--- config.mk ---
export PLATFORM = sky130hd
export DESIGN_NAME = wash_phase_timer
export DESIGN_NICKNAME = d
export VERILOG_FILES = /design/src/rtl/wash_phase_timer.sv
export SDC_FILE = /design/constraint.sdc
export NUM_CORES = 1
export LEC_CHECK = 0
export ABC_AREA = 1
export BUFFER_PORTS_ARGS = -buffer_cell sky130_fd_sc_hd__buf_4
export CORE_MARGIN = 3
export CORE_UTILIZATION = 25
export CTS_CLUSTER_SIZE = 16
export DETAILED_ROUTE_END_ITERATION = 16
export PLACE_DENSITY_LB_ADDON = 0.05
export SETUP_SLACK_MARGIN = 0.05
export SYNTH_ARGS = -nofsm -noshare
export SYNTH_HDL_FRONTEND = slang
export SYNTH_SLANG_ARGS = --single-unit
--- constraint.sdc ---
create_clock -name clk -period 1.85 [get_ports clk]
set_input_delay 0.37 -clock clk [delete_from_list [all_inputs] [get_ports clk]]
set_output_delay 0.37 -clock clk [all_outputs]
set_load 0.03 [all_outputs]
--- src/rtl/wash_phase_timer.sv ---
// Phase tracker and watchdog for the washing machine controller: follows the machine
// FSM's valve/motor outputs, times wash/rinse/spin periods and latches fill/drain faults.
module wash_phase_timer #(
   parameter int unsigned CNT_W       = 16,
   parameter int unsigned PRESCALE    = 1000,
   parameter int unsigned WASH_TICKS  = 300,
   parameter int unsigned RINSE_TICKS = 180,
   parameter int unsigned SPIN_TICKS  = 240,
   parameter int unsigned FILL_LIMIT  = 600,
   parameter int unsigned DRAIN_LIMIT = 400
) (
   input  logic             clk,
   input  logic             reset,
   input  logic             fill_valve_on,
   input  logic             motor_on,
   input  logic             drained,
   input  logic             done,
   input  logic             abort,
   output logic             cycle_timeout,
   output logic             spin_timeout,
   output logic             fault,
   output logic [1:0]       fault_code,
   output logic [2:0]       phase,
   output logic [CNT_W-1:0] remaining
);

   typedef enum logic [2:0] {
      P_IDLE  = 3'd0,
      P_FILL  = 3'd1,
      P_WASH  = 3'd2,
      P_DRAIN = 3'd3,
      P_SPIN  = 3'd4,
      P_FAULT = 3'd5
   } phase_t;

   localparam int unsigned     PS_W    = (PRESCALE > 1) ? $clog2(PRESCALE) : 1;
   localparam logic [PS_W-1:0] PS_LAST = PS_W'(PRESCALE - 1);

   localparam logic [CNT_W-1:0] FILL_LOAD  = CNT_W'(FILL_LIMIT);
   localparam logic [CNT_W-1:0] DRAIN_LOAD = CNT_W'(DRAIN_LIMIT);
   localparam logic [CNT_W-1:0] WASH_LOAD  = CNT_W'(WASH_TICKS);
   localparam logic [CNT_W-1:0] RINSE_LOAD = CNT_W'(RINSE_TICKS);
   localparam logic [CNT_W-1:0] SPIN_LOAD  = CNT_W'(SPIN_TICKS);

   localparam longint unsigned CNT_MAX = (64'd1 << CNT_W) - 64'd1;

   if (PRESCALE < 1) begin : g_bad_prescale
      $error("wash_phase_timer: PRESCALE must be at least 1");
   end

   if (WASH_TICKS > CNT_MAX || RINSE_TICKS > CNT_MAX || SPIN_TICKS > CNT_MAX ||
       FILL_LIMIT > CNT_MAX || DRAIN_LIMIT > CNT_MAX) begin : g_bad_ticks
      $error("wash_phase_timer: tick parameter does not fit in CNT_W bits");
   end

   phase_t           state;
   logic             rinse;
   logic [PS_W-1:0]  ps_cnt;
   logic [PS_W-1:0]  ps_next;
   logic             tick;
   logic [CNT_W-1:0] rem_dec;
   logic [CNT_W-1:0] wash_load;

   // The prescaler only advances in the timed/watched phases; IDLE and FAULT hold it at 0.
   assign tick      = (state != P_IDLE) && (state != P_FAULT) && (ps_cnt == PS_LAST);
   assign ps_next   = tick ? '0 : ps_cnt + 1'b1;
   assign rem_dec   = (tick && (remaining != '0)) ? remaining - 1'b1 : remaining;
   assign wash_load = rinse ? RINSE_LOAD : WASH_LOAD;
   assign phase     = state;

   always_ff @(posedge clk or negedge reset) begin
      if (!reset) begin
         state         <= P_IDLE;
         rinse         <= 1'b0;
         ps_cnt        <= '0;
         remaining     <= '0;
         cycle_timeout <= 1'b0;
         spin_timeout  <= 1'b0;
         fault         <= 1'b0;
         fault_code    <= 2'b00;
      end else if (abort) begin
         state         <= P_IDLE;
         rinse         <= 1'b0;
         ps_cnt        <= '0;
         remaining     <= '0;
         cycle_timeout <= 1'b0;
         spin_timeout  <= 1'b0;
         fault         <= 1'b0;
         fault_code    <= 2'b00;
      end else begin
         // NOTE: non-blocking assignments so every branch below sees pre-edge register values.
         case (state)
            P_IDLE: begin
               if (fill_valve_on) begin
                  state     <= P_FILL;
                  rinse     <= 1'b0;
                  remaining <= FILL_LOAD;
                  ps_cnt    <= '0;
               end
            end

            P_FILL: begin
               if (motor_on) begin
                  state         <= P_WASH;
                  remaining     <= wash_load;
                  cycle_timeout <= (wash_load == '0);
                  ps_cnt        <= '0;
               end else if (tick && (rem_dec == '0)) begin
                  state      <= P_FAULT;
                  remaining  <= rem_dec;
                  fault      <= 1'b1;
                  fault_code <= 2'b01;
                  ps_cnt     <= '0;
               end else begin
                  remaining <= rem_dec;
                  ps_cnt    <= ps_next;
               end
            end

            P_WASH: begin
               if (!motor_on) begin
                  state         <= P_DRAIN;
                  remaining     <= DRAIN_LOAD;
                  cycle_timeout <= 1'b0;
                  ps_cnt        <= '0;
               end else begin
                  remaining     <= rem_dec;
                  cycle_timeout <= (rem_dec == '0);
                  ps_cnt        <= ps_next;
               end
            end

            P_DRAIN: begin
               // Sensor progress beats a watchdog expiry landing on the same edge.
               if (drained && rinse) begin
                  state        <= P_SPIN;
                  remaining    <= SPIN_LOAD;
                  spin_timeout <= (SPIN_LOAD == '0);
                  ps_cnt       <= '0;
               end else if (drained) begin
                  state     <= P_FILL;
                  rinse     <= 1'b1;
                  remaining <= FILL_LOAD;
                  ps_cnt    <= '0;
               end else if (tick && (rem_dec == '0)) begin
                  state      <= P_FAULT;
                  remaining  <= rem_dec;
                  fault      <= 1'b1;
                  fault_code <= 2'b10;
                  ps_cnt     <= '0;
               end else begin
                  remaining <= rem_dec;
                  ps_cnt    <= ps_next;
               end
            end

            P_SPIN: begin
               if (done) begin
                  state        <= P_IDLE;
                  rinse        <= 1'b0;
                  remaining    <= '0;
                  spin_timeout <= 1'b0;
                  ps_cnt       <= '0;
               end else begin
                  remaining    <= rem_dec;
                  spin_timeout <= (rem_dec == '0);
                  ps_cnt       <= ps_next;
               end
            end

            P_FAULT: begin
               ps_cnt <= '0;
            end

            default: begin
               state         <= P_IDLE;
               rinse         <= 1'b0;
               ps_cnt        <= '0;
               remaining     <= '0;
               cycle_timeout <= 1'b0;
               spin_timeout  <= 1'b0;
               fault         <= 1'b0;
               fault_code    <= 2'b00;
            end
         endcase
      end
   end

endmodule
==> results of run 1 <==
-- Yosys cell counts (all sizes together) --
| library cell | count |
|---|---|
| o31ai | 3 |
| a22o | 1 |
| nand4 | 4 |
| ha | 3 |
| nand3 | 38 |
| or2 | 2 |
| and3 | 1 |
| o22ai | 7 |
| a31oi | 1 |
| inv | 54 |
| nor4 | 1 |
| nor3 | 6 |
| clkinv | 1 |
| clkbuf | 2 |
| buf | 5 |
| xor2 | 6 |
| o211ai | 2 |
| nand2 | 145 |
| nand3b | 1 |
| dfrtp | 35 |
| a21oi | 18 |
| o21ai | 31 |
| nor2 | 78 |
| a21boi | 1 |
-- cell families (layout without fill, tap and decap cells) --
logic type / Yosys count / in the layout / synth area share, %
DFF: 35 / 35 / 31.2
AOI/OAI and AO/OA: 64 / 64 / 12.9
and+or+nand+nor: 276 / 278 / 43.8
buffers and inverters: 62 / 233 / 8.94
xor gates and xnor gates: 6 / 6 / 1.87
adders and majority gates: 3 / 3 / 1.34
-- metal layers --
metal  share of wire (%)  vias to the layer above  routed length, um  global-route usage, %
met4                0.73                        0                 77                   2.88
met3                 3.8                        6                395                   2.10
met2                  47                       52               4970                   27.7
met5                   0                        -                  0                      0
met1                  48                     1613               5070                   23.9
li1                    -                     1783                  -                      -
-- sequential cells by signal (all words and copies together) (netlist names) --
signal,cells
remaining,16
ps_cnt,10
cycle_timeout,1
fault,1
phase,3
spin_timeout,1
fault_code,2
rinse,1
-- area by class of cell --
type                       count  area [um^2]
multi-input combinational    351         2120
timing repair buffer         170         1320
inverter                      55          221
fill                        1158         6060
clock buffer                   7          143
sequential                    35          893
tap                          140          175
clock inverter                 1         5.00
-- worst max-delay path by stage --
| stage | startpoint | end | slack [ns] | cells past startpoint |
|---|---|---|---|---|
| floorplan | remaining[0] | fault_code[0] | -0.09 | 16 |
| global placement | remaining[8] | fault_code[1] | -0.37 | 14 |
| detailed placement | remaining[0] | fault_code[0] | -0.37 | 15 |
| CTS | ps_cnt[1] | cycle_timeout | -0.26 | 13 |
| global route | remaining[0] | cycle_timeout | -0.40 | 14 |
| finish | ps_cnt[0] | cycle_timeout | -0.24 | 13 |
-- metrics by stage --
stage	setup WS, ns	instance area, um^2	TNS, ns	utilization, %	instances
2_1_floorplan	-0.0868	2900	-0.467	-	446
3_3_place_gp	-0.372	4200	-5.71	38.4	735
3_5_place_dp	-0.369	4200	-5.28	38.4	735
4_1_cts	-0.264	4550	-1.79	41.6	749
5_1_grt	-0.401	4880	-3.19	44.6	759
6_report	-0.242	4880	-1.60	44.6	759
-- power by group --
| group | switching (mW) | total (mW) | internal, mW |
|---|---|---|---|
| registers | 0.0722 | 0.896 | 0.824 |
| clock network | 0.332 | 0.866 | 0.535 |
| logic | 0.939 | 1.70 | 0.757 |
| total | 1.34 | 3.46 | 2.12 |
-- critical path, stage by stage, from the launching register on --
cell and delay [ns]:
dfrtp_1 0.39, ha_4 0.17, nand3_4 0.07, inv_2 0.06, nand2_2 0.05, nor2_4 0.16, nand3_4 0.19, nand2_2 0.10
nand2_1 0.10, nor2_4 0.10, nand2_2 0.07, nor2_4 0.20, nand2_2 0.11, o31ai_2 0.22
-- what timing repair did --
item                       CTS  global route
resized for setup           48            80
setup endpoints to repair   34            33
pin swaps                   35            35
setup buffers                6            12
cloned                       2             0
hold buffers                 0             0
==> results.ini, run 1 <==
[timing]
max_freq_ghz = 0.478
tightest_slew_ns = 0.517
setup_slack_ns = -0.242
finalCritPeriodShare_pct = 113
finalHoldWorstSlack_ns = 0.0716
setup_viol = 9
skew_ns = 0.00664
finalHoldViolCount = 0
rsz0062_at_grt = true
final_max_slew_viol_count = 0
period_needed_ns = 2.09
slew-limit-headroom_pct = 65.6

[power]
power_density_mw_per_mm2 = 709
p_total_mw = 3.46
vdd_drop_max_v = 0.000360
p_leak_nw = 2.40

[logic_synthesis]
syn_area_per_cell_um2 = 6.30
netlist_top_cells_area = dfrtp_1, nand2_1, nor2_1
yosys_warnings = 0
yosysSeqAreaShare_pct = 31.2
synth.ff_latch_count = 35
synth_cell_types = 37
synth_top_cell_area_share_pct = 31.2
syn_area_mm2 = 0.00281
synth_area_leader_cell = dfrtp_1
syn_nets = 456
synth_cells = 446

[cts]
cts_buffers = 5
clk_pin_slew_worst_paths_ns = 0.06
cts_buffer_depth = 2
clkLatencyLatePin_ns = 0.28
clockRootBuffer = clkbuf_16
cts_tree = built
clkSinkCount = 35
h-tree-depth = 2

[detailed_routing]
routed_via_density = 4.55
postRouteAntennaNets = 0
wl_um = 10500
first_iter_violations = 128
first_pass_iters = 4
drc = 0
via_count = 3454
wire_per_inst_um = 13.8

[critical_path]
reg2reg_depth = 13
path_class = flop to flop
worstReg2RegEnd = cycle_timeout
required_ns = 2.04
cp-end-kind = flop
critPathArrivalTime_ns = 2.28
r2r-start = ps_cnt[0]
cp-start-kind = flop
reg2reg_slack_ns = -0.24
crit_fanout = 7

[floorplanning]
fp.dieH_um = 112
fp-row-count = 38
io_pins = 31
die_area_mm2 = 0.0126
die_w_um = 112
coreArea_mm2 = 0.0109
initial_core_util_pct = 25.7

[grt]
track_usage_pct = 16.8
grt_max_degree = 36
first_global_vias = 3345
grt_overflow_total = 0
antenna_found_initial = 0
grt_pass1_wl_um = 16900

[placed_design]
io_buffers = 30
globalplace.congestion = 0.842
dp_hpwl_um = 8030

[layout]
drive_gt1_share_pct = 52.0
final_cell_mix = buf_4, nand2_1, inv_1
area_growth_pct = 73.5
nets = 628
antennaDiodeCount = 0
final_common_cell = buf_4

[worst_hold_path]
worstHoldPathType = input pin to async pin

[status]
failed_checks = negative setup slack
outcome = finished, violations left

[flow_run]
drv_cap = 0

Power figures use the tool's default switching activity.
==> run 2, diff against run 1 <==
--- a/config.mk
+++ b/config.mk
@@ -11,6 +11,7 @@
 export CORE_UTILIZATION = 25
 export CTS_CLUSTER_SIZE = 16
 export DETAILED_ROUTE_END_ITERATION = 16
+export GPL_TIMING_DRIVEN = 0
 export PLACE_DENSITY_LB_ADDON = 0.05
 export SETUP_SLACK_MARGIN = 0.05
 export SYNTH_ARGS = -nofsm -noshare
==> run 2 against run 1 <==
The run still ends with negative setup slack left. Die area unchanged. Flip-flop and latch count stayed put. Wire length decreased by 8.5%. Clock skew is essentially flat. Count of clock-buffer cells in the layout is 1 higher. Sequential share of layout area rose by 2.7 points. First-iteration DRC count grew 16%. Final cell count decreased by 11%. Combinational power fell by 21%. Non-clock buffer count fell by 83. Sequential power grew 2.2%. Design area shrank 12%. Critical endpoint unchanged. Largest cell class unchanged. Largest power group unchanged.
==> results.ini, run 2 (synthesized netlist as in run 1, its figures left out) <==
[cts]
clk_pin_slew_worst_paths_ns = 0.06  ; about the same
cts_buffers = 5  ; unchanged
clkLatencyLatePin_ns = 0.28  ; about the same
cts_tree = built  ; unchanged
h-tree-depth = 2  ; unchanged
cts_buffer_depth = 2  ; unchanged
clockRootBuffer = clkbuf_16  ; unchanged
clkSinkCount = 35  ; unchanged

[grt]
grt_pass1_wl_um = 15600  ; was 16,900 um
grt_max_degree = 36  ; unchanged
track_usage_pct = 15.3  ; was 16.8%
grt_overflow_total = 0  ; unchanged
antenna_found_initial = 0  ; unchanged
first_global_vias = 2996  ; was 3,345

[timing]
final_max_slew_viol_count = 0  ; unchanged
skew_ns = 0.00679  ; was 0.00664 ns
rsz0062_at_grt = true  ; unchanged
finalHoldViolCount = 0  ; unchanged
setup_tns_ns = -2.05  ; was -1.60 ns
slew-limit-headroom_pct = 65.4  ; was 65.6%
setup_slack_ns = -0.291  ; was -0.242 ns
finalCritPeriodShare_pct = 116  ; was 113%
period_needed_ns = 2.14  ; was 2.09 ns
max_freq_ghz = 0.467  ; was 0.478 GHz
setup_viol = 9  ; unchanged
tightest_slew_ns = 0.519  ; was 0.517 ns

[critical_path]
slowest_stage = dfrtp_1  ; unchanged
path_class = flop to flop  ; unchanged
cp-end-kind = flop  ; unchanged
required_ns = 2.03  ; was 2.04 ns
path_cells = ha_4, nand3_4, inv_2, nand2_2, nor2_4, nand3_4, clkbuf_16, nand2_1, nand2_2, nor2_2, nand2_2, nor2_4, nand2_2, o31ai_2  ; was ha_4, nand3_4, inv_2, nand2_2, nor2_4, nand3_4, nand2_2, nand2_1, nor2_4, nand2_2, nor2_4, nand2_2, o31ai_2
cp-start-kind = flop  ; unchanged
cp_slowest_stage_delay_ns = 0.40  ; was 0.39 ns
crit_fanout = 5  ; was 7
critPathArrivalTime_ns = 2.32  ; was 2.28 ns
cpMostUsedCell = nand2_2  ; unchanged

[layout]
antennaDiodeCount = 0  ; unchanged
final_cell_mix = nand2_1, buf_4, nor2_1  ; was buf_4, nand2_1, inv_1
num-fill-cells = 1183  ; was 1,158
area_growth_pct = 51.8  ; was 73.5%
final_common_cell = nand2_1  ; was buf_4
multi_input_area_mm2 = 0.00210  ; was 0.00212 mm^2
nets = 543  ; was 628
largest_reg_flops = 16  ; unchanged
register_area_um2 = 896  ; was 893 um^2
drive_gt1_share_pct = 44.2  ; was 52.0%
top_register = remaining  ; unchanged

[power]
combPwrFrac_pct = 42.4  ; was 49.0%
p_leak_nw = 2.00  ; was 2.40 nW
sequentialPowerShare_pct = 28.8  ; was 25.9%
switching_power_mw = 1.27  ; was 1.34 mW
power_density_mw_per_mm2 = 745  ; was 709 mW/mm^2
sw_frac_of_total_pct = 39.8  ; was 38.8%
p_clk_share_pct = 28.8  ; was 25.0%
vdd_drop_max_v = 0.000361  ; was 0.000360 V
p_int_mw = 1.91  ; was 2.12 mW

[placed_design]
io_buffers = 29  ; was 30
place_ws_ns = -0.481  ; was -0.369 ns
dp_hpwl_um = 7010  ; was 8030 um
globalplace.congestion = 0.853  ; was 0.842

[detailed_routing]
routed_via_density = 4.66  ; was 4.55
wire_per_inst_um = 14.3  ; was 13.8 um
first_iter_violations = 149  ; was 128
drc = 0  ; unchanged
first_pass_iters = 4  ; unchanged
postRouteAntennaNets = 0  ; unchanged
wl_um = 9620  ; was 10,500 um
via_count = 3140  ; was 3,454

[floorplanning]
die_w_um = 112  ; unchanged
fp-row-count = 38  ; unchanged
coreArea_mm2 = 0.0109  ; unchanged
die_area_mm2 = 0.0126  ; unchanged
initial_core_util_pct = 25.7  ; unchanged
fp.dieH_um = 112  ; unchanged
io_pins = 31  ; unchanged

[flow_run]
drv_cap = 0  ; unchanged

[status]
failed_checks = negative setup slack  ; unchanged
outcome = finished, violations left  ; unchanged

[worst_hold_path]
worstHoldPathType = input pin to async pin  ; unchanged

run 2: changes by cell type in the layout (fill, tap and decap cells not counted), moves of 3 or more:
cell / change
buf_4: -87
o21ai_0: +6
nor2_1: +7
o21ai_1: -4
inv_4: +3
nand2_1: -5
nor2_2: -5
nor2_4: -3
nand2_4: +3
run 2: layer usage:
layer / GRT usage [%] / routed length, um / vias up
met3: 2.53 / 281 / 4
li1: - / - / 1605
met4: 3.85 / 80 / 0
met5: 0 / 0 / -
met1: 21.3 / 4580 / 1487
met2: 24.9 / 4680 / 44
run 2: worst paths after layout:
path	startpoint	end	slack [ns]	cells after the start
min in group clk	done	spin_timeout	0.45	3
min reg2reg	spin_timeout	spin_timeout	0.50	2
max reg2reg	ps_cnt[1]	cycle_timeout	-0.29	14
max in group asynchronous	reset	phase[1]	1.39	1
min	reset	remaining[12]	0.06	1
max	ps_cnt[1]	cycle_timeout	-0.29	14
run 2: cell type report:
type / count / area share, %
plain buffers: 6 / 1.61
repair buffers: 81 / 15.2
flip-flops and latches: 35 / 21.0
inverters: 55 / 5.25
clock buffers: 8 / 3.66
multi-input cells: 349 / 49.2
well taps: 140 / 4.10
run 2: per-stage QoR:
stage / area, um^2 / hold slack, ns / cells / utilization (%) / power [mW]
floorplan: 2900 / 0.0744 / 446 / - / 1.62
global placement: 3290 / 0.386 / 615 / 30.1 / 1.94
detailed placement: 3290 / 0.382 / 615 / 30.1 / 1.93
CTS: 3780 / 0.0779 / 644 / 34.6 / 3.01
global route: 4270 / 0.101 / 674 / 39.0 / 3.39
finish: 4270 / 0.0644 / 674 / 39.0 / 3.18
run 2: critical path: cells and delay by family (launching register included):
kind | cells | cell delay (ns)
AO/OA/AOI/OAI | 1 | 0.20
adder cells (fa/ha/maj) | 1 | 0.18
buffers and inverters | 2 | 0.24
flip-flops | 1 | 0.40
AND/OR/NAND/NOR | 10 | 1.02
run 2: power groups by stage:
stage	Sequential, mW	Combinational (mW)	Clock [mW]
2_1_floorplan	0.974	0.646	0
3_3_place_gp	0.930	1.01	0
3_5_place_dp	0.928	1.00	0
4_1_cts	0.920	1.14	0.947
5_1_grt	0.925	1.48	0.980
6_report	0.916	1.35	0.917
run 2: timing repair:
action | 4_1_cts | 5_1_grt
cloned | 1 | 1
endpoints found under the setup margin | 35 | 34
buffers inserted | 21 | 29
hold buffers | 0 | 0
pin swaps | 28 | 36
resized for setup | 53 | 76
